===== config.mk =====
export PLATFORM = sky130hd
export DESIGN_NAME = hazard_fwd_ctrl
export DESIGN_NICKNAME = d
export VERILOG_FILES = /design/src/rtl/hazard_fwd_ctrl.sv
export SDC_FILE = /design/constraint.sdc
export NUM_CORES = 1
export LEC_CHECK = 0
export CAP_MARGIN = 20
export CORE_UTILIZATION = 49
export CTS_BUF_LIST = sky130_fd_sc_hd__clkbuf_4 sky130_fd_sc_hd__clkbuf_8 sky130_fd_sc_hd__clkbuf_16
export DETAILED_ROUTE_END_ITERATION = 12
export PLACE_DENSITY_LB_ADDON = 0.15
export SYNTH_ARGS = -nofsm -noshare
export SYNTH_HDL_FRONTEND = slang
export SYNTH_SLANG_ARGS = --single-unit

===== constraint.sdc =====
create_clock -name i_clk -period 6.3 [get_ports i_clk]
set_input_delay 0.945 -clock i_clk [delete_from_list [all_inputs] [get_ports i_clk]]
set_output_delay 0.945 -clock i_clk [all_outputs]
set_load 0.01 [all_outputs]

===== src/rtl/hazard_fwd_ctrl.sv =====
// Hazard/forwarding controller for the 5-stage pipeline: tracks register use in a
// shadow EX/MEM/WB pipeline, raises stall/flush and selects EX operand bypass sources.
module hazard_fwd_ctrl #(
  parameter int FW_EN  = 1,
  parameter int REG_AW = 5,
  parameter int CNT_W  = 32
) (
  input  logic             i_clk,
  input  logic             i_reset,
  input  logic [31:0]      i_instr_id,
  input  logic             i_inst_vld_id,
  input  logic             i_pc_sel_ex,
  output logic             o_enable_pc,
  output logic             o_enable_if,
  output logic             o_flush_if,
  output logic             o_flush_id,
  output logic [1:0]       o_fwd_a_sel,
  output logic [1:0]       o_fwd_b_sel,
  output logic [CNT_W-1:0] o_stall_cnt,
  output logic [CNT_W-1:0] o_flush_cnt
);

  localparam logic [6:0] OP_R   = 7'b0110011;
  localparam logic [6:0] OP_I   = 7'b0010011;
  localparam logic [6:0] OP_LD  = 7'b0000011;
  localparam logic [6:0] OP_ST  = 7'b0100011;
  localparam logic [6:0] OP_BR  = 7'b1100011;
  localparam logic [6:0] OP_JLR = 7'b1100111;
  localparam logic [6:0] OP_LUI = 7'b0110111;
  localparam logic [6:0] OP_AUI = 7'b0010111;
  localparam logic [6:0] OP_JAL = 7'b1101111;

  localparam logic [1:0]       SEL_RF  = 2'b00;
  localparam logic [1:0]       SEL_MEM = 2'b01;
  localparam logic [1:0]       SEL_WB  = 2'b10;
  localparam logic [CNT_W-1:0] CNT_ONE = CNT_W'(1);
  localparam logic [CNT_W-1:0] CNT_MAX = '1;

  logic [6:0]        id_op;
  logic [REG_AW-1:0] id_rd, id_rs1, id_rs2;
  logic              id_use_rs1, id_use_rs2, id_wr, id_ld;
  logic              unused_instr;

  logic [REG_AW-1:0] ex_rd, ex_rs1, ex_rs2, mem_rd, wb_rd;
  logic              ex_wr, ex_ld, mem_wr, wb_wr;

  logic              ex_hit, mem_hit, stall_raw, flush, stall, bubble_ex;

  assign id_op  = i_instr_id[6:0];
  assign id_rd  = i_instr_id[7 +: REG_AW];
  assign id_rs1 = i_instr_id[15 +: REG_AW];
  assign id_rs2 = i_instr_id[20 +: REG_AW];
  // funct fields and immediates are irrelevant to hazard detection
  assign unused_instr = ^i_instr_id;

  always_comb begin
    id_use_rs1 = 1'b0;
    id_use_rs2 = 1'b0;
    id_wr      = 1'b0;
    id_ld      = 1'b0;
    if (i_inst_vld_id) begin
      case (id_op)
        OP_R:   begin id_use_rs1 = 1'b1; id_use_rs2 = 1'b1; id_wr = 1'b1; end
        OP_I:   begin id_use_rs1 = 1'b1; id_wr = 1'b1; end
        OP_LD:  begin id_use_rs1 = 1'b1; id_wr = 1'b1; id_ld = 1'b1; end
        OP_ST:  begin id_use_rs1 = 1'b1; id_use_rs2 = 1'b1; end
        OP_BR:  begin id_use_rs1 = 1'b1; id_use_rs2 = 1'b1; end
        OP_JLR: begin id_use_rs1 = 1'b1; id_wr = 1'b1; end
        OP_LUI: id_wr = 1'b1;
        OP_AUI: id_wr = 1'b1;
        OP_JAL: id_wr = 1'b1;
        default: ;
      endcase
    end
  end

  function automatic logic reads_from(input logic wr, input logic [REG_AW-1:0] rd,
                                      input logic u1, input logic [REG_AW-1:0] r1,
                                      input logic u2, input logic [REG_AW-1:0] r2);
    return wr && (rd != '0) && ((u1 && (r1 == rd)) || (u2 && (r2 == rd)));
  endfunction

  function automatic logic [1:0] fwd_sel(input logic [REG_AW-1:0] rs,
                                         input logic m_wr, input logic [REG_AW-1:0] m_rd,
                                         input logic w_wr, input logic [REG_AW-1:0] w_rd);
    if (m_wr && (m_rd != '0) && (m_rd == rs))      return SEL_MEM;
    else if (w_wr && (w_rd != '0) && (w_rd == rs)) return SEL_WB;
    else                                           return SEL_RF;
  endfunction

  always_comb begin
    ex_hit  = reads_from(ex_wr, ex_rd, id_use_rs1, id_rs1, id_use_rs2, id_rs2);
    mem_hit = reads_from(mem_wr, mem_rd, id_use_rs1, id_rs1, id_use_rs2, id_rs2);
    if (FW_EN != 0) stall_raw = ex_ld && ex_hit;
    else            stall_raw = ex_hit || mem_hit;
  end

  // a taken branch squashes the stalled consumer anyway, so flush wins
  assign flush     = i_pc_sel_ex && !i_reset;
  assign stall     = stall_raw && !flush && !i_reset;
  assign bubble_ex = stall || flush;

  assign o_enable_pc = !stall;
  assign o_enable_if = !stall;
  assign o_flush_if  = flush;
  assign o_flush_id  = bubble_ex;

  always_comb begin
    o_fwd_a_sel = SEL_RF;
    o_fwd_b_sel = SEL_RF;
    if (FW_EN != 0) begin
      o_fwd_a_sel = fwd_sel(ex_rs1, mem_wr, mem_rd, wb_wr, wb_rd);
      o_fwd_b_sel = fwd_sel(ex_rs2, mem_wr, mem_rd, wb_wr, wb_rd);
    end
  end

  always_ff @(posedge i_clk or posedge i_reset) begin
    if (i_reset) begin
      ex_rd  <= '0;
      ex_rs1 <= '0;
      ex_rs2 <= '0;
      ex_wr  <= 1'b0;
      ex_ld  <= 1'b0;
      mem_rd <= '0;
      mem_wr <= 1'b0;
      wb_rd  <= '0;
      wb_wr  <= 1'b0;
    end else begin
      if (bubble_ex) begin
        ex_rd  <= '0;
        ex_rs1 <= '0;
        ex_rs2 <= '0;
        ex_wr  <= 1'b0;
        ex_ld  <= 1'b0;
      end else begin
        // unused source fields are zeroed so they can never match a producer
        ex_rd  <= id_wr ? id_rd : '0;
        ex_rs1 <= id_use_rs1 ? id_rs1 : '0;
        ex_rs2 <= id_use_rs2 ? id_rs2 : '0;
        ex_wr  <= id_wr;
        ex_ld  <= id_ld;
      end
      mem_rd <= ex_rd;
      mem_wr <= ex_wr;
      wb_rd  <= mem_rd;
      wb_wr  <= mem_wr;
    end
  end

  always_ff @(posedge i_clk or posedge i_reset) begin
    if (i_reset) begin
      o_stall_cnt <= '0;
      o_flush_cnt <= '0;
    end else begin
      if (stall && (o_stall_cnt != CNT_MAX)) o_stall_cnt <= o_stall_cnt + CNT_ONE;
      if (flush && (o_flush_cnt != CNT_MAX)) o_flush_cnt <= o_flush_cnt + CNT_ONE;
    end
  end

endmodule


==> impl_metrics.json <==
{
  "outcome": "finished, violations left",
  "violations": "DRC",
  "numCtsBuffers": 9,
  "cts_tree": "built",
  "drv_cap": 0,
  "setup_viol": 0,
  "coreArea_mm2": 0.00881,
  "p_leak_nw": 2.68,
  "clock_path_buffers": 2,
  "crit_chain": "clkdlybuf4s50_1 -> nand4b_4 -> a2111o_1 -> nor4b_2 -> o21ai_1 -> nand2_1 -> clkdlybuf4s50_1",
  "dr.first_iter.drc_count": 119,
  "skew_ps": 11.6,
  "pwr-share-clk_pct": 32.9,
  "ant_nets": 0,
  "drt-total-wl_um": 9340,
  "worstSetupPathType": "in2out",
  "p_comb_share_pct": 10.9,
  "grt_pass1_vias": 3287,
  "final_cell_mix": "97 x clkdlybuf4s50_1, 93 x dfrtp_1, 51 x xor2_1",
  "cp_slowest_stage_delay_ps": 580,
  "relSlewSlack_pct": 36.7,
  "endpoint_kind": "primary output",
  "layout.cells.most_common": "clkdlybuf4s50_1",
  "clkSinkCount": 93,
  "synth_nets": 434,
  "antenna_found_initial": 0,
  "die-area_mm2": 0.00955,
  "cts_hold_buffers": 0,
  "startpoint": "i_inst_vld_id",
  "min-delay-start": "ex_wr",
  "grt_pass1_wl_um": 15700,
  "wl_per_cell_um": 15.3,
  "crit_family": "buffers and inverters",
  "critPathBufInv": 2,
  "layout.cells.non_filler": 609,
  "start_util_pct": 51.0,
  "dpl-instance-area_mm2": 0.00556,
  "firstDrtPassIters": 9,
  "syn-cell-area_mm2": 0.00449,
  "via_per_inst": 5.51,
  "ys_seq_elements": 93,
  "areaGrowthSynthToFinish_pct": 28.1,
  "rr_startpoint": "ex_rd[2]",
  "nets": 536,
  "h-tree-depth": 3,
  "ys_types": 44,
  "start_kind": "primary input",
  "grt_setup_unrepaired": "no",
  "regToRegSetupSlack_ps": 3920,
  "vias": 3353,
  "dp.cells": 595,
  "synthCells": 396,
  "worst_pin_slew_ps": 945,
  "crit_path_top_delay_cell": "clkdlybuf4s50_1",
  "fin_crit_sh_pct": 69.8,
  "cp_max_fo": 5,
  "grt_max_degree": 54,
  "grt_use_total_pct": 20.4,
  "fin_area_mm2": 0.00575,
  "setup_tns_ps": 0,
  "cts_setup_buffers": 0,
  "clockRootBuffer": "clkbuf_8",
  "powerDensity_mw_per_mm2": 199,
  "rows": 34,
  "portBuffers": 97,
  "hold_viol": 0,
  "post_cts.resized_instances": 0,
  "drive_above_1_share_pct": 8.18,
  "drv_slew": 0,
  "die_w_um": 97.7,
  "gp_congestion": 0.800,
  "io_pins": 108,
  "yosysWarnings": 0,
  "clkTransAtPathRegs_ps": 80,
  "cp.required_ps": 5350,
  "vdd.ir_drop.worst_v": 0.000120,
  "path_depth": 7,
  "seqPwrFrac_pct": 56.2,
  "arrival_ps": 3450,
  "internal_power_w": 0.000864,
  "hold_slack_ps": 381,
  "globalRouteOverflowTotal": 0,
  "max_freq_mhz": 227,
  "hold_depth": 0,
  "drc": 12,
  "insertion_delay_ps": 350,
  "hold_path_class": "reg2reg",
  "synth-seq-area-share_pct": 51.9,
  "reg2reg_depth": 5,
  "p_sw_share_pct": 24.4,
  "fin_crit_ps": 4400,
  "p_sw_w": 0.000279,
  "die_h_um": 97.7,
  "avgSynthCellArea_um2": 11.3,
  "dpl.hpwl_um": 6930,
  "antennaDiodeCount": 0,
  "crit_path_frequent_cell": "clkdlybuf4s50_1"
}
==> power groups by stage <==
stage          Sequential [W]  Combinational (W)  Clock [W]
5_1_grt              0.000646           0.000135   0.000409
6_report             0.000642           0.000125   0.000376
2_1_floorplan        0.000656          0.0000477          0
3_5_place_dp         0.000653           0.000126          0
4_1_cts              0.000642           0.000126   0.000386
3_3_place_gp         0.000651           0.000124          0
==> cells in the mapped netlist, drive strengths merged <==
master	count	area (um2)
and2	16	100
or4	6	48.8
ha	2	25.0
a2111oi	1	10.0
o21ai	4	20.0
and4	9	78.8
nor2b	4	25.0
a31oi	2	12.5
clkbuf	4	15.0
nand4	16	100
mux2	3	33.8
xnor2	40	350
and3b	1	8.76
and3	13	81.3
or2	1	6.26
inv	6	22.5
nor3b	2	25.0
dfrtp	93	2330
nor3	16	121
nand3	29	145
nor4	17	153
and4bb	1	12.5
a21o	1	7.51
a31o	1	8.76
o211ai	1	21.3
xor2	51	447
buf	3	23.8
nand2	28	105
nand4b	1	23.8
a21oi	2	10.0
nor4b	3	32.5
o31ai	1	7.51
o21a	1	7.51
nor2	16	60.1
a2111o	1	11.3
==> worst register-to-register path, delay by kind of cell, from the launching register on <==
family / cells / cell delay, ps
xor+xnor: 1 / 270
compound gates: 1 / 770
simple gates: 2 / 370
mux: 1 / 430
flops: 1 / 430
==> flip-flops by register name (all words and copies together) (netlist names), 5 cells and up <==
register	count
wb_rd	5
ex_rd	5
mem_rd	5
ex_rs1	5
o_flush_cnt	32
o_stall_cnt	32
ex_rs2	5
==> kinds of logic after synthesis <==
family                   share of synthesized area [%]
multiplexers                                     0.753
buffers and inverters                             1.37
flip-flops                                        51.9
XOR/XNOR                                          17.8
adder cells (fa/ha/maj)                          0.557
AND/OR/NAND/NOR                                   25.1
AO/OA/AOI/OAI                                     2.59
==> routing by layer <==
metal / vias to the layer above / GRT usage, % / part of all wire (%)
met1: 1657 / 27.9 / 46
li1: 1600 / - / -
met3: 6 / 4.39 / 5.5
met2: 90 / 32.6 / 47
met4: 0 / 6.29 / 0.85
met5: - / 0 / 0
==> worst paths after layout <==
path	end
worst max-delay path	o_flush_id
worst min-delay path	mem_wr
worst max register to register	o_stall_cnt[1]
worst min register to register	mem_wr
max in group asynchronous	o_stall_cnt[29]
min in group asynchronous	ex_wr
==> metrics by stage <==
step | utilization [%] | total power, W | setup slack (ps)
final | 65.3 | 0.00114 | 1900
after global routing | 65.3 | 0.00119 | 1740
after CTS | 65.3 | 0.00115 | 1910
after detailed placement | 63.2 | 0.000779 | 1930
after global placement | 63.2 | 0.000775 | 1950
after floorplan | - | 0.000704 | 1920
==> layout make-up <==
type / count / area (um2)
Inverter: 6 / 23.8
Timing Repair Buffer: 98 / 978
Clock buffer: 13 / 179
Tap cell: 108 / 135
Fill cell: 701 / 3060
Clock inverter: 1 / 5.00
Multi-Input combinational cell: 290 / 2100
Sequential cell: 93 / 2330
No activity file was read; power rests on OpenSTA's default activity.
